File: config.mk
export PLATFORM = sky130hd
export DESIGN_NAME = alien_formation_ctrl
export DESIGN_NICKNAME = d
export VERILOG_FILES = /design/src/rtl/galaxian_pkg.sv /design/src/rtl/col_extent_enc.sv /design/src/rtl/alien_formation_ctrl.sv
export SDC_FILE = /design/constraint.sdc
export NUM_CORES = 1
export LEC_CHECK = 0
export CORE_ASPECT_RATIO = 2
export CORE_UTILIZATION = 50
export CTS_BUF_LIST = sky130_fd_sc_hd__clkbuf_8
export DETAILED_ROUTE_END_ITERATION = 10
export HOLD_SLACK_MARGIN = 0.08
export PLACE_DENSITY = 0.79
export SYNTH_ARGS = -nofsm -noshare
export SYNTH_HDL_FRONTEND = slang
export SYNTH_SLANG_ARGS = --single-unit
File: constraint.sdc
create_clock -name frame_clk -period 2.5 [get_ports frame_clk]
set_clock_uncertainty 0.1 [all_clocks]
set_input_delay 0.25 -clock frame_clk [delete_from_list [all_inputs] [get_ports frame_clk]]
set_output_delay 0.25 -clock frame_clk [all_outputs]
set_load 0.01 [all_outputs]
File: src/rtl/galaxian_pkg.sv
// rtl/galaxian_pkg.sv - shared motion codes, formation state enum and sprite constants for the alien wave
package galaxian_pkg;

  localparam logic [1:0] MC_RIGHT  = 2'b00;
  localparam logic [1:0] MC_LEFT   = 2'b01;
  localparam logic [1:0] MC_DOWN_R = 2'b10;
  localparam logic [1:0] MC_DOWN_L = 2'b11;

  localparam int ALIEN_SIZE = 25;

  typedef enum logic [2:0] {
    MOVE_R  = 3'd0,
    DESC_L  = 3'd1,
    MOVE_L  = 3'd2,
    DESC_R  = 3'd3,
    CLEARED = 3'd4
  } form_state_t;

  function automatic logic [1:0] state_motion_code(input form_state_t s);
    case (s)
      DESC_L:  return MC_DOWN_L;
      MOVE_L:  return MC_LEFT;
      DESC_R:  return MC_DOWN_R;
      default: return MC_RIGHT;
    endcase
  endfunction

  function automatic logic signed [1:0] motion_dx(input logic [1:0] mc);
    case (mc)
      MC_RIGHT: return 2'sb01;
      MC_LEFT:  return 2'sb11;
      default:  return 2'sb00;
    endcase
  endfunction

  // Both descend codes have bit 1 set; the horizontal hint in bit 0 does not move x.
  function automatic logic motion_dy(input logic [1:0] mc);
    return mc[1];
  endfunction

endpackage

File: src/rtl/col_extent_enc.sv
// rtl/col_extent_enc.sv - lowest/highest live column encoders over the per-column alive mask
module col_extent_enc #(
  parameter int NUM_COLS = 10,
  parameter int IDX_W    = (NUM_COLS > 1) ? $clog2(NUM_COLS) : 1
) (
  input  logic [NUM_COLS-1:0] i_col_alive,
  output logic [IDX_W-1:0]    o_lc,
  output logic [IDX_W-1:0]    o_rc,
  output logic                o_any_alive
);

  always_comb begin
    o_lc = '0;
    for (int i = NUM_COLS - 1; i >= 0; i--) begin
      if (i_col_alive[i]) o_lc = IDX_W'(i);
    end
  end

  always_comb begin
    o_rc = '0;
    for (int i = 0; i < NUM_COLS; i++) begin
      if (i_col_alive[i]) o_rc = IDX_W'(i);
    end
  end

  assign o_any_alive = |i_col_alive;

endmodule

File: src/rtl/alien_formation_ctrl.sv
// rtl/alien_formation_ctrl.sv - formation sweep sequencer driving the shared motion_code bus
module alien_formation_ctrl
  import galaxian_pkg::*;
#(
  parameter int NUM_COLS    = 10,
  parameter int COL_PITCH   = 32,
  parameter int ALIEN_SIZE  = galaxian_pkg::ALIEN_SIZE,
  parameter int FORM_X0     = 100,
  parameter int FORM_Y0     = 40,
  parameter int X_MIN       = 0,
  parameter int X_MAX       = 639,
  parameter int EDGE_MARGIN = 2,
  parameter int DROP_FRAMES = 8,
  parameter int Y_FLOOR     = 300
) (
  input  logic                frame_clk,
  input  logic                Reset_n,
  input  logic [NUM_COLS-1:0] col_alive,
  output logic [1:0]          motion_code,
  output logic signed [10:0]  form_x,
  output logic [9:0]          form_y,
  output logic                at_floor,
  output logic                wave_cleared
);

  localparam int IDX_W = (NUM_COLS > 1) ? $clog2(NUM_COLS) : 1;
  localparam int DCW   = (DROP_FRAMES > 1) ? $clog2(DROP_FRAMES) : 1;

  localparam logic [DCW-1:0]     C_DROP_LAST = DCW'(DROP_FRAMES - 1);
  localparam logic signed [11:0] C_LEFT_LIM  = 12'(X_MIN + EDGE_MARGIN);
  localparam logic signed [11:0] C_RIGHT_LIM = 12'(X_MAX - EDGE_MARGIN);
  localparam logic signed [11:0] C_SPAN      = 12'(ALIEN_SIZE - 1);
  localparam logic [9:0]         C_Y_FLOOR   = 10'(Y_FLOOR);

  logic [IDX_W-1:0]   w_lc;
  logic [IDX_W-1:0]   w_rc;
  logic               w_any_alive;
  logic signed [11:0] w_x12;
  logic signed [11:0] w_lc_off;
  logic signed [11:0] w_rc_off;
  logic signed [11:0] w_left_ext;
  logic signed [11:0] w_right_ext;
  logic               w_hit_left;
  logic               w_hit_right;

  form_state_t        r_state;
  form_state_t        w_next_state;
  logic [DCW-1:0]     r_drop_cnt;
  logic [DCW-1:0]     w_drop_next;
  logic [1:0]         r_motion_code;
  logic               r_wave_cleared;
  logic signed [1:0]  r_dx_q;
  logic               r_dy_q;
  logic signed [10:0] r_form_x;
  logic [9:0]         r_form_y;

  col_extent_enc #(
    .NUM_COLS (NUM_COLS),
    .IDX_W    (IDX_W)
  ) u_extent (
    .i_col_alive (col_alive),
    .o_lc        (w_lc),
    .o_rc        (w_rc),
    .o_any_alive (w_any_alive)
  );

  // Extents are widened to 12 bits so a formation parked left of x=0 compares correctly.
  assign w_x12       = {r_form_x[10], r_form_x};
  assign w_lc_off    = 12'(32'(w_lc) * COL_PITCH);
  assign w_rc_off    = 12'(32'(w_rc) * COL_PITCH);
  assign w_left_ext  = w_x12 + w_lc_off;
  assign w_right_ext = w_x12 + w_rc_off + C_SPAN;
  assign w_hit_right = (w_right_ext >= C_RIGHT_LIM);
  assign w_hit_left  = (w_left_ext <= C_LEFT_LIM);

  assign at_floor = (r_form_y >= C_Y_FLOOR);

  always_ff @(posedge frame_clk or negedge Reset_n) begin
    if (!Reset_n) begin
      r_state    <= MOVE_R;
      r_drop_cnt <= '0;
    end else begin
      r_state    <= w_next_state;
      r_drop_cnt <= w_drop_next;
    end
  end

  always_comb begin
    w_next_state = r_state;
    w_drop_next  = r_drop_cnt;
    case (r_state)
      MOVE_R: begin
        if (w_hit_right) begin
          w_next_state = at_floor ? MOVE_L : DESC_L;
          w_drop_next  = '0;
        end
      end
      DESC_L: begin
        w_drop_next = r_drop_cnt + DCW'(1);
        if (r_drop_cnt == C_DROP_LAST) w_next_state = MOVE_L;
      end
      MOVE_L: begin
        if (w_hit_left) begin
          w_next_state = at_floor ? MOVE_R : DESC_R;
          w_drop_next  = '0;
        end
      end
      DESC_R: begin
        w_drop_next = r_drop_cnt + DCW'(1);
        if (r_drop_cnt == C_DROP_LAST) w_next_state = MOVE_R;
      end
      CLEARED: w_next_state = CLEARED;
      default: w_next_state = MOVE_R;
    endcase
    if (!w_any_alive) w_next_state = CLEARED;
  end

  always_ff @(posedge frame_clk or negedge Reset_n) begin
    if (!Reset_n) begin
      r_motion_code  <= MC_RIGHT;
      r_wave_cleared <= 1'b0;
    end else begin
      r_motion_code  <= state_motion_code(w_next_state);
      r_wave_cleared <= r_wave_cleared | ~w_any_alive;
    end
  end

  // Two-stage mirror: the aliens latch motion_code one frame before applying it.
  always_ff @(posedge frame_clk or negedge Reset_n) begin
    if (!Reset_n) begin
      r_dx_q   <= '0;
      r_dy_q   <= 1'b0;
      r_form_x <= 11'(FORM_X0);
      r_form_y <= 10'(FORM_Y0);
    end else begin
      r_dx_q   <= motion_dx(r_motion_code);
      r_dy_q   <= motion_dy(r_motion_code);
      r_form_x <= r_form_x + 11'(r_dx_q);
      r_form_y <= r_form_y + 10'(r_dy_q);
    end
  end

  assign motion_code  = r_motion_code;
  assign form_x       = r_form_x;
  assign form_y       = r_form_y;
  assign wave_cleared = r_wave_cleared;

endmodule

==> summary.txt, run 1 <==
Yosys
  – Top_reg_cell synth: dfrtp_1
  – Count leader, synth: dfrtp_1
  – Gate Count Post-Synth: 241
  – Synthesized area: about 2300 um2
  – Post-synth EDFFs: 0
  – Most frequent cells after synthesis: 28 x dfrtp_1, 23 x ha_1, 23 x nor2_1
  – Post-synth net total: 278
  – Synth top area share: 30.4%
  – Library cells used by synthesis: 50
  – Synth Register Bits: 33
  – Synth area leaders: dfrtp_1 30%, ha_1 13%, dfstp_2 5.7%
  – Mapped Avg Cell Area: roughly 9.6 um2
  – Synth warn: 0
  – FFs w/ async S/R, synth: between 90% and 100%
  – Register area share after synthesis: a little over a third
  – Cell taking the most area after synthesis: dfrtp_1

Timing
  – Tcrit/Tclk final: 118%
  – Post-route setup slack: -0.445 ns
  – Setup_tns: -2.34 ns
  – RSZ-0062 raised after global routing: yes
  – Slew Limit Fails: 0
  – Achievable Freq: about 0.34 GHz
  – Hold_ws: 0.258 ns
  – Hold Vio Cnt, Final: 0
  – Slew headroom: about three fifths
  – Tmin final: 2.94 ns
  – Worst Tran Pin Value: ~0.6 ns
  – Final setup viols: 7

Run status
  – Failing checks: setup timing
  – Status: finished, violations left

Setup path
  – Worst Setup Path Type: in2reg
  – Setup crit end kind: flop
  – Critical Path Start: col_alive[9]
  – Crit path cell chain: buf_6 > a21oi_2 > o21bai_1 > a21oi_1 > nor2_1 > nor2_1 > nor2_1 > ha_2 > fa_2 > a21o_1 > a21oi_2 > mux2i_2 > o41ai_4 > nor2_1 > a311o_1 > mux2_4
  – Max stage delay cell, worst path: o41ai_4
  – Crit Path Max Fanout: 3
  – R2r startpoint: form_x[6]
  – Critical Path Source Type: input port
  – Reg-to-Reg End: r_drop_cnt[0]
  – CP required: 2.58 ns
  – Crit path capture: r_drop_cnt[0]
  – Most frequent CP cell: nor2_1
  – Worst R2R Setup Slack: -0.24 ns
  – Reg2reg path depth: 8
  – Critical path arrival: ~3 ns
  – Largest stage delay, worst path: a little under 0.4 ns

Clocking
  – Clock Latency Late Sink: between 0.2 and 0.3 ns
  – CTS tree: built
  – H-tree depth: 2
  – Clk slew on worst S/H paths: 0.07 ns
  – Hold-fix buffers at CTS: 0
  – Clock root buffer: clkbuf_8
  – Clock Path Buffers: 2
  – Clock sink count: 33
  – Cts bufs inserted: 5

Die
  – Core area: 4380 um2
  – Die Wd: 50.0 um
  – Die area: between 4000 and 5000 um2
  – Die H: a little under 100 um
  – Std cell rows: 34
  – Initial cell density of the core: between 50% and 60%
  – Ports: 37

Routing
  – Vias per cell: about 6.0
  – DRT Pass-1 Iters: 4
  – Antenna Nets Post-Route: 0
  – DRC: 0
  – Via Count: around 2300
  – Final wirelength: approximately 6.9 mm
  – WL/cell: roughly 18 um
  – First-iteration detailed-routing DRC count: 51

Worst hold path
  – Min-delay worst type: in2async

Pwr
  – Peak supply drop: roughly 1.1 mV
  – P_leak: 1.57 nW
  – Pwr per Cell Area: 1350 nW/um2

Final layout
  – Final net count: roughly 360
  – Area delta synth->final: 49.9%
  – Fin cells: between 300 and 400
  – Layout cell share with drive strength beyond 1: 35.6%
  – Final core utilization: between 70% and 80%
  – Ant diodes: 0

Placed design
  – GPL Wtd Cong: 0.874
  – Port-buffer cells: 36
  – Cells after DPL: between 300 and 400
  – Post-place setup slack: -1.12 ns
  – Post-DP HPWL: around 4.3 mm

Run
  – Max Cap Violations: 0

GRT
  – Antenna violations before repair: 0
  – Remaining Overflow, GRT: 0
  – First-pass GRT wire length: 10.4 mm
  – Number of global-route vias before repair: about 2400
  – GRT Overall Usage: about 27%
  – Pin count of the biggest net entering global routing: 34
sequential cells by signal (all words and copies together) (netlist names):
signal and cells:
form_x 11, form_y 10, motion_code 2, r_drop_cnt 3, r_dx_q 2, r_dy_q 1
r_state 3, wave_cleared 1
where the power goes:
group          total, mW  internal (mW)  switching [mW]  leakage, nW
combinational       3.14           1.64            1.50         1.13
sequential          1.10          0.815           0.282        0.395
clock              0.408          0.192           0.215       0.0439
total               4.64           2.64            2.00         1.57
through the flow:
step | power (mW) | cell area, um2
2_1_floorplan | 2.60 | 2320
4_1_cts | 4.29 | 3290
3_5_place_dp | 3.61 | 3010
5_1_grt | 4.95 | 3450
6_report | 4.64 | 3450
3_3_place_gp | 3.54 | 3010
metal layers:
metal	GRT usage (%)	part of all wire, %	routed length (um)
met1	28.2	34	2340
met4	16.3	6.4	444
met3	4.21	3.0	211
met5	0	0	0
met2	49.5	57	3930
how the worst min path moves through the flow:
stage                    from             to
2_1_floorplan         Reset_n      form_x[0]
3_3_place_gp   motion_code[1]         r_dy_q
3_5_place_dp   motion_code[1]         r_dy_q
4_1_cts               Reset_n  r_drop_cnt[0]
5_1_grt               Reset_n  r_drop_cnt[2]
6_report              Reset_n      form_y[7]
repair_timing:
| item | 4_1_cts | 5_1_grt |
|---|---|---|
| resized for setup | 65 | 35 |
| hold endpoints to repair | 0 | 0 |
| setup endpoints to repair | 7 | 10 |
| pin swaps | 29 | 30 |
| setup buffers | 3 | 4 |
worst max-delay path, delay by kind of cell:
| family | cells | cell delay (ns) |
|---|---|---|
| AO/OA/AOI/OAI | 7 | 1.47 |
| buffers and inverters | 1 | 0.09 |
| AND/OR/NAND/NOR | 4 | 0.28 |
| adder cells (fa/ha/maj) | 2 | 0.53 |
| multiplexers | 2 | 0.39 |
placed cells by master (no fill, tap or decap), types with 7 or more instances in the layout:
cell type / n
ha_1: 17
nor2_1: 22
a21oi_2: 8
buf_4: 39
a21oi_1: 7
dfrtp_1: 28
o21ai_1: 7
xnor2_1: 13
inv_1: 17
clkdlybuf4s50_1: 26
final cells by class:
class	count	area, um2
multi-input cells	188	1720
fillers	277	931
flip-flops and latches	33	832
repair buffers	79	674
inverters	18	75.1
clock buffers	5	68.8
well taps	54	67.6
clock inverters	3	17.5
logic make-up (layout without fill, tap and decap cells):
group | after synthesis | after routing | synth area share (%)
simple gates | 76 | 76 | 17.2
compound gates | 61 | 61 | 18.8
flops | 33 | 33 | 36.1
fa+ha+maj | 25 | 25 | 14.2
xor+xnor | 20 | 20 | 7.61
buf+inv | 20 | 105 | 3.26
mux | 6 | 6 | 2.72
(Power assumes the default switching activity.)
==> run 2: changes to the inputs <==
==> constraint.sdc (replaced) <==
create_clock -name frame_clk -period 2.4 [get_ports frame_clk]
set_clock_uncertainty 0.1 [all_clocks]
set_input_delay 0.24 -clock frame_clk [delete_from_list [all_inputs] [get_ports frame_clk]]
set_output_delay 0.24 -clock frame_clk [all_outputs]
set_load 0.01 [all_outputs]
==> summary.txt, run 2 (synthesized netlist as in run 1, its figures left out) <==
Run status
  – Status: finished, violations left
  – Failing checks: DRC, setup timing

Die
  – Die area: 4900 um2 (unchanged)
  – Core area: 4380 um2 (unchanged)
  – Std cell rows: 34 (unchanged)
  – Die H: 98.0 um (unchanged)
  – Initial cell density of the core: 52.5% (unchanged)
  – Ports: 37 (unchanged)
  – Die Wd: 50.0 um (unchanged)

Worst hold path
  – Min-delay worst type: in2async

Timing
  – Post-route setup slack: -0.693 ns (-0.249 ns)
  – Slew headroom: 67.8% (+7.1 points)
  – Final setup viols: 7 (unchanged)
  – Worst Tran Pin Value: 0.482 ns (-0.106 ns)
  – Achievable Freq: 0.323 GHz
  – Hold Vio Cnt, Final: 0 (unchanged)
  – Tmin final: approximately 3.1 ns
  – Tcrit/Tclk final: 129%
  – Slew Limit Fails: 0 (unchanged)
  – RSZ-0062 raised after global routing: yes
  – Hold_ws: 0.250 ns (-0.00848 ns)

Routing
  – First-iteration detailed-routing DRC count: 116 (+130%)
  – Via Count: 2387 (+4.7%)
  – Vias per cell: 6.18 (+3.1%)
  – DRT Pass-1 Iters: 9 (+5)
  – Antenna Nets Post-Route: 0 (unchanged)
  – DRC: 1 (+1)
  – Final wirelength: 7.32 mm (+5.8%)
  – WL/cell: 19.0 um (+4.1%)

Setup path
  – Worst Setup Path Type: in2reg
  – Crit Path Max Fanout: 3 (unchanged)
  – R2r startpoint: form_x[6]
  – Reg2reg path depth: 9 (+1)
  – Worst R2R Setup Slack: -0.40 ns (-0.16 ns)
  – Max stage delay cell, worst path: fa_2
  – Largest stage delay, worst path: 0.36 ns (-0.03 ns)
  – Setup crit end kind: flop
  – Reg-to-Reg End: r_drop_cnt[0]
  – Critical path arrival: 3.19 ns (+0.17 ns)
  – Critical Path Source Type: input port
  – Crit path cell chain: buf_8 > a21oi_4 > o21bai_1 > a21oi_1 > nor2_1 > nor2_1 > nor2_1 > ha_2 > fa_2 > a21o_1 > a21oi_2 > mux2i_2 > o41ai_4 > buf_4 > buf_6 > o21ai_4 > nor3_4 > a2111oi_4
  – CP required: 2.49 ns (-0.09 ns)
  – Most frequent CP cell: nor2_1

GRT
  – Pin count of the biggest net entering global routing: 34 (unchanged)
  – Number of global-route vias before repair: 2368 (+0.77%)
  – Antenna violations before repair: 0 (unchanged)
  – GRT Overall Usage: 28.4% (+1.0 points)
  – Remaining Overflow, GRT: 0 (unchanged)
  – First-pass GRT wire length: 10.6 mm (+1.7%)

Final layout
  – Final instance area: 3410 um2 (-1.2%)
  – Most frequent cells in the layout: 45 x buf_4, 28 x dfrtp_1, 26 x clkdlybuf4s50_1
  – Fill count: 298 (+7.6%)
  – Area delta synth->final: 48.1%
  – Max FFs per register: 11 (unchanged)
  – Ant diodes: 0 (unchanged)
  – Final net count: 368 (+1.7%)
  – Layout cell share with drive strength beyond 1: 32.2% (-3.4 points)
  – Fin cells: 386 (+1.6%)
  – Commonest non-fill, non-tap cell in the layout: buf_4

Clocking
  – Clock root buffer: clkbuf_8
  – Clock Latency Late Sink: 0.30 ns (about the same)
  – Clock Path Buffers: 2 (unchanged)
  – Hold-fix buffers at CTS: 0 (unchanged)
  – CTS tree: built
  – Clk slew on worst S/H paths: 0.07 ns (about the same)
  – Cts bufs inserted: 5 (unchanged)
  – H-tree depth: 2 (unchanged)
  – Clock sink count: 33 (unchanged)

Placed design
  – Port-buffer cells: 36 (unchanged)
  – Post-DP HPWL: 4.50 mm (+4.2%)
  – Post-place setup slack: -1.24 ns (-0.113 ns)
  – GPL Wtd Cong: 0.849 (-2.9%)
  – Cell Area, Placed: 3040 um2 (+0.75%)
  – Cells after DPL: 368 (+0.82%)

Pwr
  – Pwr per Cell Area: 1430 nW/um2 (+6.3%)
  – Internal power: 2.76 mW (+4.5%)
  – Register share of total power: 22.9% (-0.7 points)
  – P_leak: 1.59 nW (+1.3%)
  – Switching part of the total power: 43.3% (+0.27 points)
  – Total power: 4.87 mW (+5.0%)
  – Clock share of power: 8.9% (about the same)
  – Peak supply drop: 0.991 mV (-9.9%)
  – Power share of the combinational group: 68.2% (+0.6 points)
  – Net Sw Power: 2.11 mW (+5.7%)

Run
  – Max Cap Violations: 0 (unchanged)
-- run 2: changes by cell type in the layout (fill, tap and decap cells not counted), sizes merged --
cell | before | now
buf | 49 | 54
clkbuf | 8 | 5
dlygate4sd2 | 1 | 4
clkdlybuf4s15 | 0 | 1
-- run 2: routing by layer --
layer	GRT usage, %	wire length (um)
met4	15.2	500
met3	3.74	306
met5	0	0
met2	54.6	4100
met1	27.3	2420
-- run 2: metrics by stage --
step | util, % | setup TNS, ns
2_1_floorplan | - | -1.77
6_report | 77.8 | -4.40
5_1_grt | 77.8 | -5.17
3_3_place_gp | 69.3 | -7.38
4_1_cts | 75.0 | -3.16
3_5_place_dp | 69.3 | -7.70
-- run 2: power groups by stage --
stage / combinational, mW / clock [mW] / sequential [mW]
global placement: 2.62 / 0 / 1.09
floorplan: 1.55 / 0 / 1.16
detailed placement: 2.72 / 0 / 1.10
finish: 3.32 / 0.433 / 1.12
CTS: 2.97 / 0.425 / 1.10
global route: 3.59 / 0.455 / 1.14
-- run 2: layout make-up --
cell class	instances	area, um2	area share [%]
Sequential cell	33	832	24.4
Tap cell	54	67.6	1.98
Clock buffer	5	68.8	2.02
Multi-Input combinational cell	188	1610	47.2
Clock inverter	3	17.5	0.514
Timing Repair Buffer	85	741	21.7
Inverter	18	75.1	2.20
-- run 2: what timing repair did --
action / in CTS / in global routing
pin swaps: 19 / 21
endpoints found under the setup margin: 8 / 10
setup buffers: 6 / 4
gates resized for setup: 52 / 23
-- run 2: worst max-delay path by stage --
stage	from	to	slack [ns]
6_report	col_alive[9]	motion_code[0]	-0.69
5_1_grt	col_alive[9]	motion_code[0]	-0.81
4_1_cts	col_alive[9]	r_drop_cnt[0]	-0.54
3_5_place_dp	col_alive[8]	r_drop_cnt[0]	-1.24
3_3_place_gp	col_alive[8]	r_drop_cnt[0]	-1.16
2_1_floorplan	col_alive[8]	r_drop_cnt[0]	-0.41
-- run 2: worst max-delay path: cells and delay by family --
| family | cells | cell delay (ns) |
|---|---|---|
| AOI/OAI and AO/OA | 8 | 1.43 |
| adders and majority gates | 2 | 0.55 |
| buffers and inverters | 3 | 0.37 |
| and+or+nand+nor | 4 | 0.30 |
| muxes | 1 | 0.29 |
==> run 3: changes to the inputs <==
--- a/config.mk
+++ b/config.mk
@@ -6,11 +6,13 @@
 export NUM_CORES = 1
 export LEC_CHECK = 0
 export CORE_ASPECT_RATIO = 2
+export CORE_MARGIN = 2
 export CORE_UTILIZATION = 50
 export CTS_BUF_LIST = sky130_fd_sc_hd__clkbuf_8
 export DETAILED_ROUTE_END_ITERATION = 10
 export HOLD_SLACK_MARGIN = 0.08
 export PLACE_DENSITY = 0.79
+export SLEW_MARGIN = 20
 export SYNTH_ARGS = -nofsm -noshare
 export SYNTH_HDL_FRONTEND = slang
 export SYNTH_SLANG_ARGS = --single-unit
==> summary.txt, run 3 (synthesized netlist as in run 1, its figures left out) <==
Timing
  – Slew Limit Fails: 0 (unchanged)
  – Setup_tns: -2.65 ns (+1.75 ns)
  – RSZ-0062 raised after global routing: yes
  – Achievable Freq: 0.350 GHz (+8.4%)
  – Tcrit/Tclk final: 119% (-10 points)
  – Slew headroom: 57.1% (-11 points)
  – Hold Vio Cnt, Final: 0 (unchanged)
  – Tmin final: 2.85 ns (-0.239 ns)
  – Final setup viols: 7 (unchanged)
  – Worst Tran Pin Value: 0.641 ns (+0.159 ns)
  – Post-route setup slack: -0.454 ns (+0.239 ns)

Routing
  – Antenna Nets Post-Route: 0 (unchanged)
  – Vias per cell: 5.45 (-12%)
  – Final wirelength: 5.53 mm (-24%)
  – DRT Pass-1 Iters: 4 (-5)
  – WL/cell: 14.4 um (-24%)
  – DRC: 0 (-1)
  – Via Count: 2097 (-12%)
  – First-iteration detailed-routing DRC count: 37 (-68%)

GRT
  – GRT Overall Usage: 23.4% (-5.0 points)
  – Antenna violations before repair: 0 (unchanged)
  – Number of global-route vias before repair: 2177 (-8.1%)
  – First-pass GRT wire length: 9.49 mm (-10%)
  – Remaining Overflow, GRT: 0 (unchanged)
  – Pin count of the biggest net entering global routing: 34 (unchanged)

Die
  – Die H: 100 um (+2.0%)
  – Die Wd: 52.0 um (+4.0%)
  – Die area: 5200 um2 (+6.1%)
  – Std cell rows: 35 (+2.9%)
  – Initial cell density of the core: 51.0% (-1.5 points)
  – Ports: 37 (unchanged)
  – Core area: 4510 um2 (+2.9%)

Placed design
  – Post-place setup slack: -1.32 ns (-0.0828 ns)
  – GPL Wtd Cong: 0.931 (+9.7%)
  – Post-DP HPWL: 4.31 mm (-4.1%)
  – Port-buffer cells: 36 (unchanged)
  – Cells after DPL: 374 (+1.6%)

Setup path
  – Reg2reg path depth: 9 (unchanged)
  – Crit path capture: r_drop_cnt[0]
  – Critical Path Start: col_alive[0]
  – Worst Setup Path Type: in2reg
  – Worst R2R Setup Slack: -0.30 ns (+0.10 ns)
  – Critical path arrival: 2.92 ns (-0.27 ns)
  – Setup crit end kind: flop
  – R2r startpoint: form_x[5]
  – Reg-to-Reg End: r_drop_cnt[0]
  – Critical Path Source Type: input port
  – Crit Path Max Fanout: 4 (+1)
  – CP required: 2.46 ns (-0.03 ns)

Clocking
  – Clock sink count: 33 (unchanged)
  – H-tree depth: 2 (unchanged)
  – CTS tree: built
  – Cts bufs inserted: 5 (unchanged)
  – Clock root buffer: clkbuf_8
  – Clock Path Buffers: 2 (unchanged)
  – Clock Latency Late Sink: 0.27 ns (-0.03 ns)
  – Clk slew on worst S/H paths: 0.07 ns (about the same)

Final layout
  – Commonest non-fill, non-tap cell in the layout: buf_4
  – Max FFs per register: 11 (unchanged)
  – Area delta synth->final: 42.4%
  – Final core utilization: 72.7% (-5.1 points)
  – Layout cell share with drive strength beyond 1: 28.2% (-4.0 points)
  – Multi-input gate area: 1490 um2 (-7.4%)
  – Fill count: 321 (+7.7%)
  – Most frequent cells in the layout: 46 x buf_4, 27 x dfrtp_1, 26 x clkdlybuf4s50_1
  – Fin cells: 385 (-0.26%)
  – Final net count: 366 (-0.54%)
  – Ant diodes: 0 (unchanged)
  – Register area: 833 um2 (+0.15%)

Run status
  – Status: finished, violations left
  – Failing checks: setup timing

Pwr
  – P_leak: 1.56 nW (-1.6%)
  – Total power: 4.60 mW (-5.6%)
  – Peak supply drop: 1.04 mV (+5.0%)
  – Pwr per Cell Area: 1400 nW/um2 (-1.9%)

Run
  – Max Cap Violations: 0 (unchanged)

Worst hold path
  – Min-delay worst type: in2async
==> run 3: cell types whose count changed in the layout (fill, tap and decap cells not counted), sizes merged <==
| cell | before | now |
|---|---|---|
| buf | 54 | 53 |
| bufinv | 0 | 1 |
| clkbuf | 5 | 8 |
| clkdlybuf4s15 | 1 | 0 |
| clkinv | 2 | 0 |
| clkinvlp | 1 | 0 |
| dlygate4sd2 | 4 | 2 |
| inv | 18 | 19 |
==> run 3: through the flow <==
stage / cell area [um2] / hold WS, ns
floorplan: 2320 / -0.156
global placement: 3070 / 0.329
detailed placement: 3070 / 0.336
CTS: 3260 / 0.292
global route: 3280 / 0.313
finish: 3280 / 0.281
==> run 3: where the power goes <==
group	switching, mW	total (mW)	leakage [nW]	internal, mW
Combinational	1.39	2.98	1.11	1.59
Clock	0.186	0.520	0.0626	0.334
Sequential	0.249	1.10	0.394	0.851
Total	1.83	4.60	1.56	2.77
==> run 3: area by class of cell <==
cell class | count | area share (%)
multi-input cells | 188 | 45.4
flip-flops and latches | 33 | 25.4
repair buffers | 83 | 21.3
clock buffers | 6 | 2.52
inverters | 18 | 2.29
well taps | 55 | 2.10
clock inverters | 2 | 1.03
==> run 3: how the worst min path moves through the flow <==
stage                      end            from
floorplan            form_x[0]         Reset_n
global placement        r_dy_q  motion_code[1]
detailed placement      r_dy_q  motion_code[1]
CTS                  form_y[6]         Reset_n
global route        r_state[1]         Reset_n
finish              r_state[1]         Reset_n
==> run 3: repair_timing <==
item                                    CTS  global route
pin swaps                                16            17
setup buffers                             4             0
hold buffers                              0             0
resized for setup                        41            13
endpoints found under the setup margin    7            10
==> run 3: routing by layer <==
layer	track usage, %	vias up	part of all wire, %	wire length [um]
met1	28.8	986	42	2320
met4	6.48	0	1.3	72
met2	41.3	39	54	3000
met5	0	-	0	0
met3	3.27	8	2.6	144
li1	-	1064	-	-
==> run 3: worst max-delay path, cell delays in order <==
cell and delay, ns:
dlygate4sd2_1 0.27, nor4_2 0.30, buf_4 0.16, nor2b_1 0.12, ha_1 0.27, a21o_1 0.21, a21oi_2 0.16, mux2i_1 0.10
o41ai_2 0.28, buf_4 0.18, nor2_2 0.03, a311o_1 0.31, mux2_4 0.27
